`config.mk`:
```
export PLATFORM = sky130hd
export DESIGN_NAME = uart_rx_8x
export DESIGN_NICKNAME = d
export VERILOG_FILES = /design/src/rtl/uart_rx_8x.sv
export SDC_FILE = /design/constraint.sdc
export NUM_CORES = 1
export LEC_CHECK = 0
export ABC_AREA = 1
export CELL_PAD_IN_SITES_DETAIL_PLACEMENT = 1
export CELL_PAD_IN_SITES_GLOBAL_PLACEMENT = 2
export CORE_UTILIZATION = 30
export CTS_CLUSTER_SIZE = 24
export DETAILED_ROUTE_END_ITERATION = 10
export PLACE_DENSITY_LB_ADDON = 0.1
export SLEW_MARGIN = 20
export SYNTH_ARGS = -nofsm -noshare
export SYNTH_HDL_FRONTEND = slang
export SYNTH_SLANG_ARGS = --single-unit
```
`constraint.sdc`:
```
create_clock -name clk -period 1.45 [get_ports clk]
set_clock_uncertainty 0.1 [all_clocks]
set_input_delay 0.29 -clock clk [delete_from_list [all_inputs] [get_ports clk]]
set_output_delay 0.29 -clock clk [all_outputs]
set_load 0.05 [all_outputs]
```
`src/rtl/uart_rx_8x.sv`:
```
// -----------------------------------------------------------------------------
// uart_rx_8x
//   Asynchronous serial receiver, 8N1 (or 8E1), LSB first, 8x oversampled.
//   All logic runs on clk; a divider produces a one-cycle clock-enable tick
//   at 8x the baud rate. The line is synchronised, the start bit is validated
//   at its centre, and every following bit is sampled at its centre.
//
//   Build option:
//     UART_RX_PARITY_EN  when defined, one even-parity bit is expected between
//                        data bit 7 and the stop bit and parity_err is live.
//                        When undefined, the PARITY state is not built and
//                        parity_err is tied to 0.
//
//   Ports:
//     clk          in   system clock, rising edge
//     rst          in   synchronous, active-high reset
//     rx           in   asynchronous serial line, idle high
//     data[7:0]    out  last received byte, held until the next frame ends
//     valid        out  one-cycle strobe, data is a correctly framed byte
//     framing_err  out  one-cycle strobe, stop bit sampled low
//     parity_err   out  one-cycle strobe, parity mismatch
//     busy         out  high whenever the receiver is not idle
//
//   Handshake: there is no back-pressure. valid / framing_err / parity_err are
//   single-cycle strobes with no ready; a consumer must capture data in the
//   cycle valid is high or re-read it before the next frame completes.
// -----------------------------------------------------------------------------
module uart_rx_8x #(
    parameter int CLK_HZ     = 100_000_000,
    parameter int BAUD       = 9600,
    parameter int OVERSAMPLE = 8
) (
    input  logic       clk,
    input  logic       rst,
    input  logic       rx,
    output logic [7:0] data,
    output logic       valid,
    output logic       framing_err,
    output logic       parity_err,
    output logic       busy
);

    localparam int DIV = CLK_HZ / (BAUD * 8);
    localparam logic [15:0] DIV_LAST = 16'(DIV - 1);

    if (DIV < 2 || DIV > 65535) begin : g_bad_div
        $error("uart_rx_8x: CLK_HZ/(BAUD*8) must lie in 2..65535");
    end
    if (OVERSAMPLE != 8) begin : g_bad_os
        $error("uart_rx_8x: only OVERSAMPLE = 8 is supported");
    end

`ifdef UART_RX_PARITY_EN
    typedef enum logic [2:0] {IDLE, START, DATA, PARITY, STOP} state_t;
`else
    typedef enum logic [2:0] {IDLE, START, DATA, STOP} state_t;
`endif

    state_t      state_q, state_d;
    logic        sync1_q, rx_s_q;
    logic [1:0]  settle_q;
    logic [15:0] div_q;
    logic [2:0]  sub_q;
    logic [2:0]  idx_q, idx_d;
    logic [7:0]  shreg_q, shreg_d;
    logic [7:0]  data_q, data_d;
    logic        armed_q, armed_d;
    logic        valid_q, valid_d;
    logic        ferr_q, ferr_d;
    logic        tick, tick_last, clr_div, clr_sub;
`ifdef UART_RX_PARITY_EN
    logic        par_q, par_d;
    logic        perr_q, perr_d;
`endif

    assign tick      = (div_q == DIV_LAST);
    // Eighth tick of a bit period: the centre of the next bit, counted from
    // the start-bit centre.
    assign tick_last = tick && (sub_q == 3'd7);

    always_ff @(posedge clk) begin
        if (rst) begin
            sync1_q  <= 1'b1;
            rx_s_q   <= 1'b1;
            settle_q <= 2'b00;
            div_q    <= '0;
            sub_q    <= '0;
            state_q  <= IDLE;
            armed_q  <= 1'b0;
            idx_q    <= '0;
            shreg_q  <= '0;
            data_q   <= '0;
            valid_q  <= 1'b0;
            ferr_q   <= 1'b0;
`ifdef UART_RX_PARITY_EN
            par_q    <= 1'b0;
            perr_q   <= 1'b0;
`endif
        end else begin
            sync1_q  <= rx;
            rx_s_q   <= sync1_q;
            settle_q <= {settle_q[0], 1'b1};
            if (clr_div || tick) div_q <= '0;
            else                 div_q <= div_q + 16'd1;
            if (clr_sub)   sub_q <= '0;
            else if (tick) sub_q <= sub_q + 3'd1;
            state_q  <= state_d;
            armed_q  <= armed_d;
            idx_q    <= idx_d;
            shreg_q  <= shreg_d;
            data_q   <= data_d;
            valid_q  <= valid_d;
            ferr_q   <= ferr_d;
`ifdef UART_RX_PARITY_EN
            par_q    <= par_d;
            perr_q   <= perr_d;
`endif
        end
    end

    always_comb begin
        state_d = state_q;
        armed_d = armed_q;
        idx_d   = idx_q;
        shreg_d = shreg_q;
        data_d  = data_q;
        valid_d = 1'b0;
        ferr_d  = 1'b0;
        clr_div = 1'b0;
        clr_sub = 1'b0;
`ifdef UART_RX_PARITY_EN
        par_d   = par_q;
        perr_d  = 1'b0;
`endif
        case (state_q)
            IDLE: begin
                // The synchroniser resets to 1; that reset value must not
                // count as a line high, or a line held low across reset
                // would look like a fresh start edge. settle_q[1] marks the
                // first rx_s value that came from the real line.
                if (rx_s_q && settle_q[1]) armed_d = 1'b1;
                if (armed_q && !rx_s_q) begin
                    state_d = START;
                    armed_d = 1'b0;
                    clr_div = 1'b1;
                    clr_sub = 1'b1;
                    idx_d   = '0;
                end
            end
            START: begin
                if (tick && (sub_q == 3'd3)) begin
                    if (rx_s_q) begin
                        state_d = IDLE;
                    end else begin
                        clr_sub = 1'b1;
                        state_d = DATA;
                    end
                end
            end
            DATA: begin
                if (tick_last) begin
                    shreg_d[idx_q] = rx_s_q;
                    idx_d          = idx_q + 3'd1;
                    if (idx_q == 3'd7) begin
`ifdef UART_RX_PARITY_EN
                        state_d = PARITY;
`else
                        state_d = STOP;
`endif
                    end
                end
            end
`ifdef UART_RX_PARITY_EN
            PARITY: begin
                if (tick_last) begin
                    par_d   = rx_s_q;
                    state_d = STOP;
                end
            end
`endif
            STOP: begin
                if (tick_last) begin
                    data_d  = shreg_q;
                    ferr_d  = !rx_s_q;
`ifdef UART_RX_PARITY_EN
                    perr_d  = ^{shreg_q, par_q};
                    valid_d = rx_s_q && !(^{shreg_q, par_q});
`else
                    valid_d = rx_s_q;
`endif
                    state_d = IDLE;
                end
            end
            default: state_d = IDLE;
        endcase
    end

    assign data        = data_q;
    assign valid       = valid_q;
    assign framing_err = ferr_q;
    assign busy        = (state_q != IDLE);
`ifdef UART_RX_PARITY_EN
    assign parity_err  = perr_q;
`else
    assign parity_err  = 1'b0;
`endif

endmodule

```
======== After elaboration in Yosys (flattened, before gate mapping) ========
Cells that the tools add are included.
word-level totals
  bits in registers ....................... 48
  bits of input ports ..................... 3
  output and inout port bits .............. 12
operators by class
  add/subtract/negate cells ............... 3
  order comparisons ....................... 2
  eq/ne operators ......................... 12
  muxes and demuxes ....................... 21
  bitwise operators ....................... 2
  reductions and logical operators ........ 19
operators with widths
  cell                   count
  $mux 3                 7
  $add 16x1->16 const B  1
  $eq 16x11->1 const B   1
  $pmux 3 s4             1
  $ne 2x2->1 const B     5
  $eq 3x2->1 const B     3
  $bwmux 8               1
  $mux 1                 8
  $add 3x1->3 const B    2
  $eq 3x3->1 const B     2
  $pmux 3 s2             1
  $reduce_and 2->1       3
  $logic_and 1x1->1      5
  $reduce_and 5->1       1
  $lt 3x4->1 const B     1
  $reduce_bool 2->1      2
  $reduce_or 2->1        2
  $demux 1 s3            1
  $eq 3x1->1 const B     1
  $ge 3x1->1 const B     1
  $logic_not 3->1        1
  $reduce_and 3->1       1
  $reduce_bool 3->1      1
  $reduce_or 3->1        1
  5 further kinds        6

======== Logic depth before layout (Yosys ltp) ========
Gate-level depths: netlist of the first run.
  depth in word-level cells ............... 6
  depth in mapped cells ................... 14
  depth with buffers taken out ............ 14

======== Worst setup path after synthesis of the first run ========
OpenSTA, ideal clock, no wires.
  kind .................................... flip-flop to flip-flop
  start point ............................. reg state_q[1]
  end point ............................... reg div_q[3]
  library setup time ...................... 0.080 ns
  data arrival time ....................... 1.419 ns
  slack ................................... -0.149 ns
  stages on the path, launching flop included .. 8
  buffers on the path ..................... 1
  clock period less this slack ............ 1.599 ns
  cell sequence ........................... dfxtp_1 > nor2_1 > inv_1 > nor2_1 > inv_1 > nand3_2 > buf_2 > nor3b_1
between the ends
  word-level cells in the longest chain between the ends .. 4
ends and longest elaborated chain
  item                              line  RTL
  start: declaration                59    state_t state_q, state_d;
  start signal: assignment          107   state_q <= state_d;
  $logic_not 3->1                   135   case (state_q)
  $mux 1                            135
  $logic_or 1x1->1                  103   if (clr_div || tick) div_q <= '0;
  $reduce_or 2->1 (no source line)  --
  end signal: assignment            104   else div_q <= div_q + 16'd1;
  end: declaration                  62    logic [15:0] div_q;
No other way between the ends.
A chain may end at the register's enable or synchronous reset.

======== Worst setup path in the final report of the first run ========
  start point ............................. reg div_q[1]
  end point ............................... reg shreg_q[2]
between the ends
  word-level cells in the longest chain between the ends .. 3
ends and longest elaborated chain
  item                               line  RTL
  $eq 16x11->1                       76    assign tick = (div_q == DIV_LAST);
  $logic_and 1x1->1                  79    assign tick_last = tick && (sub_q == 3'd7);
  $reduce_and 2->1 (no source line)  --
  end signal: assignment             110   shreg_q <= shreg_d;
  end: declaration                   65    logic [7:0] shreg_q, shreg_d;
No other way between the ends.

==> results of run 1 <==
critical path: stages (launching register included):
cell     delay (ns)
dfxtp_2        0.33
inv_2          0.07
ha_4           0.14
nand2_2        0.05
inv_2          0.06
nand2_4        0.05
nor2_4         0.15
nand3_4        0.15
inv_8          0.12
buf_6          0.10
nand3_2        0.07
o21ai_1        0.17
a21oi_1        0.06
layer usage:
layer  track usage  share of wire
met3        0.0283          0.022
met2         0.280           0.48
met4        0.0492         0.0081
met1         0.259           0.49
met5             0              0
layout make-up:
class / count / area, sq um / area share
well taps: 96 / 120 / 0.0328
clock inverters: 3 / 15.0 / 0.00410
repair buffers: 85 / 873 / 0.238
flip-flops and latches: 47 / 952 / 0.260
clock buffers: 5 / 68.8 / 0.0188
inverters: 40 / 158 / 0.0430
multi-input cells: 214 / 1480 / 0.403
worst paths after layout:
| check | cells past startpoint | slack (ns) | startpoint | to |
|---|---|---|---|---|
| worst max-delay path | 12 | -0.28 | div_q[1] | shreg_q[2] |
| worst min-delay path | 2 | 0.31 | settle_q[0] | settle_q[1] |
| worst max register to register | 12 | -0.28 | div_q[1] | shreg_q[2] |
| worst min register to register | 2 | 0.31 | settle_q[0] | settle_q[1] |
through the flow:
step / setup TNS, ns / setup slack [ns] / cells
after global placement: -5.11 / -0.217 / 462
after global routing: -9.86 / -0.364 / 490
final: -6.19 / -0.285 / 490
after floorplan: -1.15 / -0.0640 / 309
after CTS: -4.24 / -0.225 / 478
after detailed placement: -6.35 / -0.268 / 462
state kept, by name (all words and copies together), names as in the netlist:
name / count
framing_err: 1
div_q: 16
armed_q: 1
shreg_q: 8
sub_q: 3
idx_q: 3
sync1_q: 1
valid: 1
settle_q: 2
data: 8
state_q: 2
rx_s_q: 1
cell usage after synthesis (3+ instances only):
cell type | instances | area, sq um
a21oi_1 | 29 | 145
clkbuf_1 | 4 | 15.0
dfxtp_1 | 47 | 941
ha_1 | 7 | 87.6
inv_1 | 34 | 128
inv_2 | 4 | 15.0
nand2_1 | 47 | 176
nand2_2 | 3 | 18.8
nand3_1 | 17 | 85.1
nand4_1 | 9 | 56.3
nor2_1 | 46 | 173
nor2_2 | 6 | 37.5
nor3_1 | 15 | 75.1
o21ai_0 | 14 | 70.1
or2_2 | 3 | 18.8
logic make-up (layout without fill, tap and decap cells):
group           Yosys count  in the layout  synth area share
compound gates           49             49             0.118
other cells               1              1           0.00169
xor+xnor                  2              2           0.00790
simple gates            155            155             0.323
flops                    47             47             0.424
buf+inv                  48            133            0.0857
fa+ha+maj                 7              7            0.0395
power by group:
| group | internal [uW] | total (uW) | switching (uW) | leakage [uW] |
|---|---|---|---|---|
| Combinational | 319 | 774 | 456 | 0.00105 |
| Clock | 332 | 799 | 468 | 0.0000477 |
| Sequential | 1340 | 1380 | 46.8 | 0.000384 |
placed cells by master, fill, tap and decap left out, drive strengths merged, types with 2 or more instances in the layout:
cell | netlist | final
nor3b | 2 | 2
inv | 38 | 38
nand4 | 9 | 9
clkbuf | 4 | 6
clkdlybuf4s50 | 0 | 2
or2 | 3 | 3
nand2 | 50 | 50
a211oi | 2 | 2
dfxtp | 47 | 47
nand3 | 19 | 19
clkinv | 2 | 5
a21oi | 29 | 29
o21ai | 15 | 15
ha | 7 | 7
nor3 | 16 | 16
nor2 | 53 | 53
nor4 | 2 | 2
buf | 4 | 82
what timing repair did:
| action | in CTS | in global routing |
|---|---|---|
| resized for setup | 58 | 62 |
| pin swaps | 27 | 23 |
| cloned | 0 | 1 |
| endpoints found under the setup margin | 41 | 43 |
| buffers inserted | 8 | 14 |
| hold buffers | 0 | 0 |
==> results.yml, run 1 <==
status:
  status: "finished with violations"
  violations: "negative setup slack"
clock_tree:
  clock-sinks: 47
  clk-insertion-delay-late_ns: 0.30
  cts_tree: "yes"
  clock_tree.buffer_depth: 2
  cts.htree.levels: 2
  cts.clk_slew.worst_paths_ns: 0.09
  ctsRootBufferMaster: "clkbuf_8"
  numCtsBuffers: 5
layout:
  final.fill_count: 840
  finish.net_count: 403
  final_design_area_no_fill_sq_um: 3670
  post_route_cells_drive_above_1_share: 0.482
  num_antenna_cells: 0
  syn_to_layout_area_delta_pct: 65.3
  postLayoutCoreUtil: 0.525
timing:
  fmaxAchievable_mhz: 576
  hold-worst-slack_ns: 0.310
  finalHoldViolations: 0
  slew_viol_final: 0
  period_minus_slack_ns: 1.73
  finalWorstSetupSlack_ns: -0.285
  post-route-period-util: 1.20
  finalSetupViolCount: 40
  unrepaired_setup_endpoints_after_global_routing: "yes"
pwr:
  power.total_uw: 2960
  power_leakage_uw: 0.00148
  power_density_nw_per_um2: 806
  irDropWorstVdd_mv: 0.502
synth:
  syn_inst: 309
  count_of_cell_types_in_the_netlist: 32
  syn-num-nets: 319
  synth_area_sq_um: 2220
  per_instance_average_area_after_synthesis_sq_um: 7.18
  synth_sequential_area_ratio: 0.424
  post_synth_edffs: 0
  yosys_most_used_dff: "dfxtp_1"
  yosysWarnings: 0
  synth_register_bits: 47
  ys_async_sr_fraction: 0
die:
  floorplan.initialDensity: 0.318
  fp.dieArea_sq_um: 7740
  num_rows: 30
  die_y_microns: 88.0
  fp.coreArea_sq_um: 6980
  io-pin-count: 15
  die_w_microns: 88.0
worst_setup_path:
  cp_max_fo: 7
  critPathKind: "reg2reg"
  critical_path.startpoint_type: "flop"
  cp_data_required_time_ns: 1.55
  worst-endpoint-arrival_ns: 1.84
  timing.critical_path.to_type: "flop"
drt:
  drc: 0
  firstDrtPassIters: 4
  route.final.wire_length_mm: 6.82
  antenna_left: 0
  dr_total_vias: 2296
  routed_via_density: 4.69
  wl_per_cell_microns: 13.9
  drt_iter0_markers: 77
global_route:
  wire_length_of_the_first_global_routing_pass_mm: 10.8
  global_route.usage.total: 0.181
  grt_antenna_before_repair: 0
  grt_pass1_vias: 2215
  grt_start_max_net_pins: 16
  grt_overflow_total: 0
place:
  port_buffer_count: 13
  globalplace.congestion: 0.761
  post_dp_cell_area_sq_um: 3000
  dp_hpwl_mm: 4.75
min_path:
  holdCritPathClass: "reg2reg"
run:
  drv_cap: 0
(Power assumes the default switching activity.)
==> run 2: changes to the inputs <==
--- a/config.mk
+++ b/config.mk
@@ -9,4 +9,5 @@
 export CELL_PAD_IN_SITES_DETAIL_PLACEMENT = 1
 export CELL_PAD_IN_SITES_GLOBAL_PLACEMENT = 2
+export CORE_ASPECT_RATIO = 1.5
 export CORE_UTILIZATION = 30
 export CTS_CLUSTER_SIZE = 24
@@ -17,2 +18,3 @@
 export SYNTH_HDL_FRONTEND = slang
 export SYNTH_SLANG_ARGS = --single-unit
+export TNS_END_PERCENT = 1
--- a/constraint.sdc
+++ b/constraint.sdc
@@ -3,3 +3,3 @@
 set_input_delay 0.29 -clock clk [delete_from_list [all_inputs] [get_ports clk]]
 set_output_delay 0.29 -clock clk [all_outputs]
-set_load 0.05 [all_outputs]
+set_load 0.1 [all_outputs]
==> results.yml, run 2 (synthesis results as in run 1) <==
worst_setup_path:
  critical_path.startpoint_type: "flop"
  cp_max_fo: 4
  critPathKind: "reg2reg"
  cp_data_required_time_ns: 1.55
  timing.critical_path.to_type: "flop"
  critical_path.slowest_cell: "dfxtp_4"
  worst-endpoint-arrival_ns: 1.78
  cpLargestDelayFamily: "flip-flops"
  cp_bufs_invs: 3
  critical_path.max_stage_delay_ns: 0.39
  cp_cell_sequence: "ha_4, nand2_1, inv_1, nand2_2, nor2_4, nand3_2, buf_6, o21ai_4, inv_2, a21oi_1, nor2_1"
timing:
  slew_viol_final: 0
  unrepaired_setup_endpoints_after_global_routing: "yes"
  finalHoldViolations: 0
  post-route-period-util: 1.16
  fmaxAchievable_mhz: 596
  finalSetupViolCount: 39
  finalWorstSetupSlack_ns: -0.229
  period_minus_slack_ns: 1.68
  hold-worst-slack_ns: 0.310
  totalNegativeSetupSlack_ns: -3.92
clock_tree:
  cts.clk_slew.worst_paths_ns: 0.10
  clk-insertion-delay-late_ns: 0.30
  clock_tree.buffer_depth: 2
  ctsRootBufferMaster: "clkbuf_8"
  cts.htree.levels: 2
  cts_tree: "yes"
  clock-sinks: 47
  numCtsBuffers: 5
place:
  port_buffer_count: 13
  globalplace.congestion: 0.816
  dp_hpwl_mm: 4.95
  post_dp_cell_area_sq_um: 2980
  dpl_worst_slack_ns: -0.345
drt:
  drc: 0
  route.final.wire_length_mm: 6.21
  drt_iter0_markers: 96
  wl_per_cell_microns: 13.0
  dr_total_vias: 2186
  antenna_left: 0
  firstDrtPassIters: 4
  routed_via_density: 4.57
die:
  fp.dieArea_sq_um: 7750
  num_rows: 38
  fp.coreArea_sq_um: 7180
  io-pin-count: 15
  floorplan.initialDensity: 0.309
  die_y_microns: 107
  die_w_microns: 72.2
run:
  drv_cap: 0
layout:
  final_cell_mix: "50 x buf_4, 41 x nand2_1, 41 x dfxtp_1"
  syn_to_layout_area_delta_pct: 46.9
  num_antenna_cells: 0
  postLayoutCoreUtil: 0.454
  post_route_cells_drive_above_1_share: 0.341
  final.fill_count: 877
  regMostFlops: "div_q"
  largest_register_ffs: 16
  finish.net_count: 387
  layout_commonest_cell: "buf_4"
  final_design_area_no_fill_sq_um: 3260
global_route:
  grt_start_max_net_pins: 16
  wire_length_of_the_first_global_routing_pass_mm: 10.4
  grt_antenna_before_repair: 0
  grt_pass1_vias: 2282
  grt_overflow_total: 0
  global_route.usage.total: 0.175
pwr:
  irDropWorstVdd_mv: 0.506
  power_leakage_uw: 0.00129
  power_density_nw_per_um2: 944
status:
  status: "finished with violations"
  violations: "negative setup slack"
min_path:
  holdCritPathClass: "reg2reg"
run 2: cell types whose count changed in the layout (fill, tap and decap cells not counted), sizes merged:
cell	before	now
clkbuf	6	5
clkinv	5	4
buf	82	67
clkinvlp	0	1
run 2: area by class of cell:
class / instances / area (sq um) / share of cell area
timing repair buffer: 69 / 701 / 0.215
clock buffer: 5 / 68.8 / 0.0211
sequential: 47 / 951 / 0.292
clock inverter: 3 / 18.8 / 0.00576
inverter: 40 / 154 / 0.0472
tap: 100 / 125 / 0.0384
multi-input combinational: 214 / 1240 / 0.381
run 2: worst paths after layout:
| check | depth (start not counted) | to | start | slack, ns |
|---|---|---|---|---|
| setup / recovery | 11 | idx_q[2] | div_q[0] | -0.23 |
| hold / removal | 2 | settle_q[1] | settle_q[0] | 0.31 |
| setup reg to reg | 11 | idx_q[2] | div_q[0] | -0.23 |
| hold reg to reg | 2 | settle_q[1] | settle_q[0] | 0.31 |
run 2: tightest hold or removal path, cell delays in order, from the launching register on:
cell and delay, ns:
dfxtp_1 0.31, inv_1 0.04, nor2_1 0.03
run 2: routing by layer:
metal	GRT usage	routed length, microns
met3	0.0225	68
met5	0	0
met1	0.172	2350
met2	0.361	3720
met4	0.0504	74
run 2: what timing repair did:
item	in CTS	in global routing
hold buffers	0	0
endpoints found under the setup margin	41	43
buffers inserted	1	2
pin swaps	6	16
resized for setup	17	40
run 2: power breakdown:
part           switching, uW  internal (uW)
Sequential              51.4           1330
Combinational            500            365
Clock                    485            341
Total                   1040           2040
run 2: stage by stage:
step	power (uW)	instances
finish	3080	478
global route	3270	478
CTS	3080	476
detailed placement	2230	467
global placement	2220	467
floorplan	1880	309
==> run 3: changes to the inputs <==
Settings changed: CAP_MARGIN set to 0.
==> results of run 3 <==
The final DEF is identical to that of run 2; final timing and power are the same.
